`src/rtl/bit_iter.sv`:
```
// ---------------------------------------------------------------------------
// bit_iter
//
// Purpose:
//   Walks the set bits of a captured W-bit vector one beat at a time. The
//   walk starts at a given position and goes round the vector circularly,
//   either ascending or descending. Each output beat carries the selected bit
//   as a one-hot vector and as a binary index. The final beat of each vector
//   is flagged. An all-zero vector yields a single "empty" beat.
//
// Parameters:
//   W          vector width; power of two, at least 2
//   P_DESCEND  0 = ascending circular scan, 1 = descending circular scan
//
// Optional feature:
//   BIT_ITER_CNT_EN  when defined, the population count of the vector is
//                    computed at accept time and held on cnt_o for all of
//                    that vector's beats. When undefined, cnt_o is tied to 0
//                    and no popcount logic exists.
//
// Ports:
//   clk          sole clock, rising edge
//   rst          synchronous active-high reset
//   in_vld_i     input beat valid
//   in_rdy_o     input beat accepted when in_vld_i & in_rdy_o
//   in_x_i       vector to iterate
//   in_pos_i     start position (inclusive)
//   out_vld_o    output beat valid
//   out_rdy_i    output beat consumed when out_vld_o & out_rdy_i
//   out_y_o      one-hot selected bit
//   out_y_enc_o  binary index of out_y_o
//   out_last_o   final beat of the current vector
//   out_empty_o  captured vector was all-zero
//   cnt_o        population count of the captured vector
// ---------------------------------------------------------------------------
module bit_iter #(
  parameter int W         = 32,
  parameter int P_DESCEND = 0
) (
  input  logic                 clk,
  input  logic                 rst,
  input  logic                 in_vld_i,
  output logic                 in_rdy_o,
  input  logic [W-1:0]         in_x_i,
  input  logic [$clog2(W)-1:0] in_pos_i,
  output logic                 out_vld_o,
  input  logic                 out_rdy_i,
  output logic [W-1:0]         out_y_o,
  output logic [$clog2(W)-1:0] out_y_enc_o,
  output logic                 out_last_o,
  output logic                 out_empty_o,
  output logic [$clog2(W):0]   cnt_o
);

  localparam int LW = $clog2(W);
  localparam int CW = LW + 1;

  typedef enum logic {
    IDLE = 1'b0,
    SCAN = 1'b1
  } state_t;

  state_t state_q, state_d;

  // Bits of the current vector that have not been emitted yet, and the
  // position the next search starts from.
  logic [W-1:0]  res_q, res_d;
  logic [LW-1:0] ptr_q, ptr_d;

  // Registered output beat.
  logic          out_vld_q;
  logic [W-1:0]  out_y_q;
  logic [LW-1:0] out_enc_q;
  logic          out_last_q;
  logic          out_empty_q;

  logic accept;
  logic handshake;

  // Selection result for the next beat, computed from the next-state
  // residual and pointer so that it can be registered directly.
  logic [W-1:0]  masked;
  logic [LW-1:0] sel_enc;
  logic [W-1:0]  sel_y;
  logic          sel_last;
  logic          sel_empty;

  // Index of the lowest set bit of v (0 when v is zero).
  function automatic logic [LW-1:0] low_idx(input logic [W-1:0] v);
    logic [LW-1:0] idx;
    idx = '0;
    for (int i = W - 1; i >= 0; i--) begin
      if (v[i]) idx = LW'(i);
    end
    return idx;
  endfunction

  // Index of the highest set bit of v (0 when v is zero).
  function automatic logic [LW-1:0] high_idx(input logic [W-1:0] v);
    logic [LW-1:0] idx;
    idx = '0;
    for (int i = 0; i < W; i++) begin
      if (v[i]) idx = LW'(i);
    end
    return idx;
  endfunction

  assign handshake = out_vld_q & out_rdy_i;

  // New vectors are taken while idle, or in the very cycle the last beat of
  // the current vector is consumed so consecutive vectors run with no gap.
  assign in_rdy_o = (state_q == IDLE) | (out_vld_q & out_last_q & out_rdy_i);
  assign accept   = in_vld_i & in_rdy_o;

  // Next-state logic. A consumed beat removes its bit from the residual and
  // moves the pointer one step past it (wrapping naturally since W is a
  // power of two). An accept overrides everything, because it can only
  // coincide with the final handshake of the previous vector.
  always_comb begin
    state_d = state_q;
    res_d   = res_q;
    ptr_d   = ptr_q;
    if (handshake) begin
      res_d = res_q & ~out_y_q;
      if (P_DESCEND != 0) begin
        ptr_d = out_enc_q - LW'(1);
      end else begin
        ptr_d = out_enc_q + LW'(1);
      end
      if (out_last_q) begin
        state_d = IDLE;
      end
    end
    if (accept) begin
      res_d   = in_x_i;
      ptr_d   = in_pos_i;
      state_d = SCAN;
    end
  end

  // Circular search. First look only at the bits on the pointer's side of
  // the scan direction (pointer inclusive); if none remain there, wrap and
  // take the extreme bit of the whole residual.
  always_comb begin
    masked = '0;
    for (int i = 0; i < W; i++) begin
      if (P_DESCEND != 0) begin
        masked[i] = res_d[i] & (i <= int'(ptr_d));
      end else begin
        masked[i] = res_d[i] & (i >= int'(ptr_d));
      end
    end
    if (P_DESCEND != 0) begin
      sel_enc = (|masked) ? high_idx(masked) : high_idx(res_d);
    end else begin
      sel_enc = (|masked) ? low_idx(masked) : low_idx(res_d);
    end
    sel_empty = (res_d == '0);
    sel_y     = sel_empty ? '0 : (W'(1) << sel_enc);
    // Last when at most one bit remains; zero bits only happens for an
    // all-zero vector, whose single beat is also the last.
    sel_last  = ((res_d & (res_d - W'(1))) == '0);
  end

  // State, residual, pointer and output registers. The outputs are loaded
  // from the next-state selection, so they only move on a handshake or an
  // accept and therefore stay frozen while the consumer stalls.
  always_ff @(posedge clk) begin
    if (rst) begin
      state_q     <= IDLE;
      res_q       <= '0;
      ptr_q       <= '0;
      out_vld_q   <= 1'b0;
      out_y_q     <= '0;
      out_enc_q   <= '0;
      out_last_q  <= 1'b0;
      out_empty_q <= 1'b0;
    end else begin
      state_q <= state_d;
      res_q   <= res_d;
      ptr_q   <= ptr_d;
      if (state_d == SCAN) begin
        out_vld_q   <= 1'b1;
        out_y_q     <= sel_y;
        out_enc_q   <= sel_empty ? '0 : sel_enc;
        out_last_q  <= sel_last;
        out_empty_q <= sel_empty;
      end else begin
        out_vld_q   <= 1'b0;
        out_y_q     <= '0;
        out_enc_q   <= '0;
        out_last_q  <= 1'b0;
        out_empty_q <= 1'b0;
      end
    end
  end

  assign out_vld_o   = out_vld_q;
  assign out_y_o     = out_y_q;
  assign out_y_enc_o = out_enc_q;
  assign out_last_o  = out_last_q;
  assign out_empty_o = out_empty_q;

`ifdef BIT_ITER_CNT_EN
  logic [CW-1:0] cnt_q;

  function automatic logic [CW-1:0] popcount(input logic [W-1:0] v);
    logic [CW-1:0] c;
    c = '0;
    for (int i = 0; i < W; i++) begin
      c = c + CW'(v[i]);
    end
    return c;
  endfunction

  // The count is taken once at accept and held for every beat of the vector.
  always_ff @(posedge clk) begin
    if (rst) begin
      cnt_q <= '0;
    end else if (accept) begin
      cnt_q <= popcount(in_x_i);
    end
  end

  assign cnt_o = cnt_q;
`else
  assign cnt_o = '0;
`endif

endmodule
```
`config.mk`:
```
export PLATFORM = sky130hd
export DESIGN_NAME = bit_iter
export DESIGN_NICKNAME = d
export VERILOG_FILES = /design/src/rtl/bit_iter.sv
export SDC_FILE = /design/constraint.sdc
export NUM_CORES = 1
export LEC_CHECK = 0
export CORE_MARGIN = 3
export CORE_UTILIZATION = 45
export CTS_CLUSTER_SIZE = 16
export DETAILED_ROUTE_END_ITERATION = 8
export PLACE_DENSITY = 0.75
export SETUP_SLACK_MARGIN = 0.5
export SYNTH_ARGS = -nofsm -noshare
export SYNTH_HDL_FRONTEND = slang
export SYNTH_SLANG_ARGS = --single-unit
```
`constraint.sdc`:
```
create_clock -name clk -period 6.1 [get_ports clk]
set_input_delay 0.61 -clock clk [delete_from_list [all_inputs] [get_ports clk]]
set_output_delay 0.61 -clock clk [all_outputs]
set_load 0.05 [all_outputs]
```
==> summary.txt, run 1 <==
Placement
  • PortBufs: 81
  • DP Area: ~6700 um2
  • Inst Count DP: ~970
  • HPWL Detailed: 19.2 mm
  • Placer Congestion: approximately 1.1

Timing
  • Setup violators final: 0
  • Unrepaired setup endpoints after global routing: false
  • Max Clock Skew: around 0.0065 ns
  • Setup tns final: 0 ns
  • Fmax: about 190 MHz
  • Min Tclk post-route: 5.25 ns
  • Tcrit/Tclk final: 86.0%
  • Max Slew Vio Count: 0
  • Slew HR: 13.3%
  • Slew @ Worst Pin: about 1.3 ns
  • Final hold violations: 0
  • Hold WS: ~0.57 ns

Clock network
  • Htree depth: 3
  • Number of buffers inserted by hold repair at cts: 0
  • CTS tree: done
  • Clock Path Buffers: 2
  • Sink Count: 77
  • Post-CTS Setup Repair Bufs: 0
  • Num CTS Buffers: 9
  • Clk root buf: clkbuf_16
  • Clock-pin slew on the worst setup and hold paths: ~0.07 ns
  • PostCTS Resize Cnt: 0
  • Worst skew pair latency: ~0.36 ns

Floorplanning
  • Top Ports: 88
  • Initial core utilization: 46.8%
  • Die ar.: 14200 um2
  • Die Wd: between 100 and 150 um
  • Die Ht: roughly 120 um
  • Core area: roughly 12000 um2
  • # rows: 40

Finish
  • Final Cell Area: around 7000 um2
  • Fillers: 1123
  • Layout cell share with drive strength beyond 1: between 10% and 20%
  • Final cell count without fillers: ~980
  • P&R area growth vs syn: 21.4%
  • Nets: between 800 and 900
  • Antenna Cells: 0

Detailed routing
  • Drc violations: 0
  • Routed wire length per instance: about 25 um
  • Router iterations before antenna repair: 8
  • Antenna-violating nets left: 0
  • Vias per cell: 6.94
  • Iteration-0 DRC Markers: 1082
  • Vias after detailed routing: around 7000
  • Final wirelength: around 25 mm

Yosys
  • Compound-cell area share of the yosys netlist: approximately 37%
  • Largest family of logic cells by synthesized area: compound AO/OA/AOI/OAI gates
  • Post-Synth Adder-Cell Area: 0.566%
  • Synth cell count leaders: dfxtp_1 (77), nor2_1 (73), nand2_1 (54), nand3_1 (52), a21oi_1 (42)
  • Post-synth top area share: between 20% and 30%
  • Post-synth EDFFs: 0
  • Synthesized area per cell: 7.78 um2
  • Mux cell area share after synthesis: around 2.2%
  • Netlist cell types: between 90 and 100
  • Xor/xnor share of the synthesized area: less than 1%
  • Main synth FF type: dfxtp_1
  • Synth async-reset ratio: 0%
  • Count leader, synth: dfxtp_1
  • #FFs+latches synth: 77
  • Sequential element share of the synthesized area: 26.8%
  • Synth top area cells: dfxtp_1 (27%), nor2_1 (4.8%), nand3_1 (4.5%)
  • Synthesized-area fraction occupied by and/or/nand/nor cells: a little over a quarter
  • Mapped Area: roughly 5700 um2
  • Cells after synthesis: 738
  • Warnings from Yosys: 0
  • Post-synth top area cell: dfxtp_1

GRT
  • Initial antenna violation count: 0
  • Global-route wire length before repair: 37.6 mm
  • Gr ovfl total: 0
  • All-Layer GR Usage: between 30% and 40%
  • Largest net degree at the start of global routing: 45
  • Vias in the first global route: 6348

Flow run
  • Max Cap Violations: 0

Setup path
  • Critical Path RT: around 6.4 ns
  • Critical setup path kind: in -> reg
  • CP max stage cell: clkdlybuf4s50_1
  • Crit path max fanout: 18
  • Largest stage delay on the critical path: just under 0.8 ns
  • CP bufs+invs: 2
  • Setup crit start kind: primary input
  • CP top delay family: compound AO/OA/AOI/OAI gates
  • Worst path cell trace: clkdlybuf4s50_1, a21boi_4, inv_4, nand2_2, a31oi_1, a221oi_1, o211ai_1, o2111ai_1, nand2b_1, a211oi_1, nand2_1, a2111oi_2
  • Crit. End Element: flip-flop
  • Crit path arrival time: between 5 and 6 ns

Power
  • Power per cell area: around 270 nW/um2
  • Tot Pwr: 1880 uW
  • VDD IR-drop max: 0.183 mV
  • Leakage power: 0.00251 uW

Run status
  • Status: completed

Worst hold path
  • Hold Path Class: reg -> reg
==> logic make-up after synthesis <==
group,after synthesis
AND/OR/NAND/NOR,297
AO/OA/AOI/OAI,281
flip-flops,77
buffers and inverters,65
multiplexers,12
adder cells (fa/ha/maj),3
XOR/XNOR,2
other,1
==> layout by cell type (no fill, tap or decap), types with 7 or more instances in the layout <==
cell	n
nand3_1	52
and2_1	10
a21o_1	13
o21ai_0	35
a221oi_1	7
and3_1	18
mux2i_1	9
o21a_1	14
a21oi_1	42
nor4_1	8
a2111oi_2	9
o211ai_1	15
buf_4	25
clkbuf_16	9
a31oi_1	14
inv_1	11
a21boi_0	7
nor3_1	22
a211oi_1	29
dfxtp_1	77
a22oi_1	10
clkdlybuf4s50_1	81
nand2_1	54
or4_1	10
nor2_1	73
==> routing by layer <==
metal | vias to the layer above | part of all wire (%) | GRT usage (%)
met4 | 0 | 3.6 | 12.1
met3 | 78 | 13 | 9.50
li1 | 3010 | - | -
met5 | - | 0 | 0
met2 | 510 | 43 | 52.3
met1 | 3219 | 40 | 46.3
==> where the power goes <==
part	switching (uW)	internal, uW	total [uW]	leakage, uW
Combinational	525	242	767	0.00174
Clock	264	291	555	0.000145
Sequential	25.7	533	558	0.000628
==> path summary, 6_finish.rpt <==
kind | start | endpoint | slack [ns] | cells past startpoint
worst max-delay path | out_rdy_i | out_y_o[17]$_SDFF_PP0_ | 0.85 | 12
worst min-delay path | res_q[6]$_SDFF_PP0_ | res_q[6]$_SDFF_PP0_ | 0.57 | 2
worst max register to register | state_q$_SDFF_PP0_ | out_y_o[17]$_SDFF_PP0_ | 1.27 | 11
worst min register to register | res_q[6]$_SDFF_PP0_ | res_q[6]$_SDFF_PP0_ | 0.57 | 2
==> flip-flops by register name, summed over array words and instances, names as in the netlist <==
name,count
out_y_o,32
res_q,32
out_y_enc_o,5
ptr_q,5
out_empty_o,1
out_last_o,1
state_q,1
==> stage by stage <==
step	setup WS (ns)	util, %
floorplan	2.31	-
global placement	0.824	54.4
detailed placement	0.792	54.4
CTS	1.14	56.9
global route	0.816	56.9
finish	0.852	56.9
==> final cells by class <==
type                       count  area (um2)  area share (%)
sequential                    77        1540            22.1
timing repair buffer         106         998            14.3
multi-input combinational    601        3870            55.5
clock buffer                   9         225            3.23
tap                          168         210            3.01
clock inverter                 7        75.1            1.08
inverter                      14        55.1           0.789
==> worst min-delay path: stages (launching register included) <==
cell and delay, ns:
dfxtp_1 0.35, a31oi_1 0.11, nor2_1 0.08
Note: power is estimated with default switching activity, not from simulation.
==> inputs of run 2 (changes only) <==
--- a/config.mk
+++ b/config.mk
@@ -5,11 +5,13 @@
 export SDC_FILE = /design/constraint.sdc
 export NUM_CORES = 1
 export LEC_CHECK = 0
+export CORE_ASPECT_RATIO = 1.4
 export CORE_MARGIN = 3
 export CORE_UTILIZATION = 45
 export CTS_CLUSTER_SIZE = 16
 export DETAILED_ROUTE_END_ITERATION = 8
 export PLACE_DENSITY = 0.75
+export REMOVE_ABC_BUFFERS = 1
 export SETUP_SLACK_MARGIN = 0.5
 export SYNTH_ARGS = -nofsm -noshare
 export SYNTH_HDL_FRONTEND = slang
==> summary.txt, run 2 (synthesized netlist as in run 1, its figures left out) <==
Run status
  • Status: completed (unchanged)

Timing
  • Setup tns final: 0 ns (unchanged)
  • Min Tclk post-route: 5.44 ns (was 5.25 ns)
  • Fmax: 184 MHz (was 191 MHz)
  • Unrepaired setup endpoints after global routing: false (unchanged)
  • Final hold violations: 0 (unchanged)
  • Max Clock Skew: 0.00962 ns (was 0.00652 ns)
  • Max Slew Vio Count: 0 (unchanged)
  • Slew @ Worst Pin: 0.945 ns (was 1.29 ns)
  • Setup violators final: 0 (unchanged)
  • Slew HR: 36.4% (was 13.3%)
  • Tcrit/Tclk final: 89.2% (was 86.0%)

Finish
  • Fin util: 56.0% (was 56.9%)
  • Nets: 850 (was 851)
  • Most common cell after layout, fill and taps aside: clkdlybuf4s50_1 (unchanged)
  • Layout cell share with drive strength beyond 1: 10.3% (was 10.4%)
  • P&R area growth vs syn: 21.3% (was 21.4%)
  • Most frequent cells in the layout: clkdlybuf4s50_1 (81), dfxtp_1 (77), nor2_1 (73) (unchanged)
  • Antenna Cells: 0 (unchanged)

Flow run
  • Max Cap Violations: 0 (unchanged)

Clock network
  • Worst skew pair latency: 0.35 ns (was 0.36 ns)
  • Sink Count: 77 (unchanged)
  • Post-CTS Setup Repair Bufs: 0 (unchanged)
  • Htree depth: 3 (unchanged)
  • Clk root buf: clkbuf_16 (unchanged)
  • Clock-pin slew on the worst setup and hold paths: 0.07 ns (about the same)
  • Num CTS Buffers: 9 (unchanged)
  • CTS tree: done (unchanged)
  • Clock Path Buffers: 2 (unchanged)

Detailed routing
  • Iteration-0 DRC Markers: 723 (was 1082)
  • Antenna-violating nets left: 0 (unchanged)
  • Drc violations: 0 (unchanged)
  • Router iterations before antenna repair: 5 (was 8)
  • Routed wire length per instance: 27.5 um (was 25.3 um)
  • Final wirelength: 26.5 mm (was 24.8 mm)
  • Vias per cell: 7.14 (was 6.94)
  • Vias after detailed routing: 6873 (was 6817)

Floorplanning
  • Initial core utilization: 46.2% (was 46.8%)
  • # rows: 48 (was 40)
  • Top Ports: 88 (unchanged)
  • Die Wd: 101 um (was 119 um)
  • Die Ht: 140 um (was 119 um)
  • Die ar.: 14200 um2 (about the same)
  • Core area: 12400 um2 (was 12300 um2)

Setup path
  • Setup crit start kind: primary input (unchanged)
  • Crit. End Element: flip-flop (unchanged)
  • CP top delay family: compound AO/OA/AOI/OAI gates (unchanged)
  • CP bufs+invs: 2 (unchanged)
  • Largest stage delay on the critical path: 0.79 ns (was 0.77 ns)
  • CP max stage cell: a2bb2oi_1 (was clkdlybuf4s50_1)
  • Critical Path RT: 6.29 ns (was 6.36 ns)
  • Crit path arrival time: 5.63 ns (was 5.50 ns)
  • Worst path cell trace: clkdlybuf4s50_1, buf_4, and2_1, a2bb2oi_1, o32ai_2, a41oi_1, or4b_1, a211oi_1, o31a_1, o21ai_0, a32oi_1, nor3_1 (was clkdlybuf4s50_1, a21boi_4, inv_4, nand2_2, a31oi_1, a221oi_1, o211ai_1, o2111ai_1, nand2b_1, a211oi_1, nand2_1, a2111oi_2)
  • Worst path depth: 12 (unchanged)
  • Depth of the worst register-to-register path: 10 (was 11)
  • Crit path max fanout: 16 (was 18)
  • Critical setup path kind: in -> reg (unchanged)

Placement
  • PortBufs: 81 (unchanged)
  • HPWL Detailed: 20.4 mm (was 19.2 mm)
  • Placer Congestion: 1.11 (was 1.05)

Worst hold path
  • Hold Path Class: reg -> reg (unchanged)
  • WHS Path Cells: 2 (unchanged)

Power
  • Power per cell area: 272 nW/um2 (was 270 nW/um2)
  • VDD IR-drop max: 0.201 mV (was 0.183 mV)
  • Leakage power: 0.00251 uW (about the same)

GRT
  • Initial antenna violation count: 0 (unchanged)
  • Gr ovfl total: 0 (unchanged)
  • All-Layer GR Usage: 37.4% (was 34.3%)
  • Largest net degree at the start of global routing: 39 (was 45)
  • Vias in the first global route: 6499 (was 6348)
  • Global-route wire length before repair: 40.0 mm (was 37.6 mm)
==> run 2: cell types whose count changed in the layout (fill, tap and decap cells not counted), sizes merged <==
cell    before  now
buf         25   24
inv         19   18
clkinv       1    2
==> run 2: stage by stage <==
step,power (uW),setup slack (ns),cell area (um2),hold WS (ns),std cells
finish,1890,0.661,6970,0.594,963
global route,1970,0.586,6970,0.652,963
CTS,1870,0.886,6960,0.583,963
detailed placement,1320,0.540,6660,0.558,947
global placement,1320,0.485,6660,0.540,947
floorplan,1030,0.781,5470,0.506,692
==> run 2: area by class of cell <==
class	instances	area [um2]
clock inverter	7	80.1
tap	150	188
inverter	14	55.1
fill	1178	5460
timing repair buffer	105	1000
sequential	77	1540
multi-input combinational	601	3870
clock buffer	9	225
==> run 2: path summary, 6_finish.rpt <==
kind / startpoint / slack (ns) / endpoint
setup / recovery: out_rdy_i / 0.66 / out_y_o[5]$_SDFF_PP0_
hold / removal: res_q[6]$_SDFF_PP0_ / 0.59 / res_q[6]$_SDFF_PP0_
setup reg to reg: state_q$_SDFF_PP0_ / 0.88 / out_y_o[5]$_SDFF_PP0_
hold reg to reg: res_q[6]$_SDFF_PP0_ / 0.59 / res_q[6]$_SDFF_PP0_
==> run 2: timing repair <==
item / 4_1_cts / 5_1_grt
resized for setup: 0 / 1
hold buffers: 0 / 0
endpoints found under the setup margin: 0 / 2
==> run 2: layer usage <==
layer	vias up	global-route usage, %	wire [um]
met2	498	58.8	12500
met5	-	0	0
met1	3264	47.1	9680
met4	0	22.3	1810
li1	3004	-	-
met3	107	6.67	2480
==> run 2: worst reg2reg max path: cells and delay by family, from the launching register on <==
family,cells,cell delay (ns)
compound gates,7,2.88
flops,1,0.79
simple gates,3,1.42
==> run 2: report_power, final <==
part / internal (uW) / switching (uW)
sequential: 533 / 36.4
combinational: 245 / 522
clock: 292 / 265
total: 1070 / 824
==> inputs of run 3 (changes only) <==
--- a/config.mk
+++ b/config.mk
@@ -10,6 +10,7 @@
 export CORE_UTILIZATION = 45
 export CTS_CLUSTER_SIZE = 16
 export DETAILED_ROUTE_END_ITERATION = 8
+export HOLD_SLACK_MARGIN = 0.06
 export PLACE_DENSITY = 0.75
 export REMOVE_ABC_BUFFERS = 1
 export SETUP_SLACK_MARGIN = 0.5
==> results of run 3 <==
The final DEF is identical to that of run 2; final timing and power are the same.
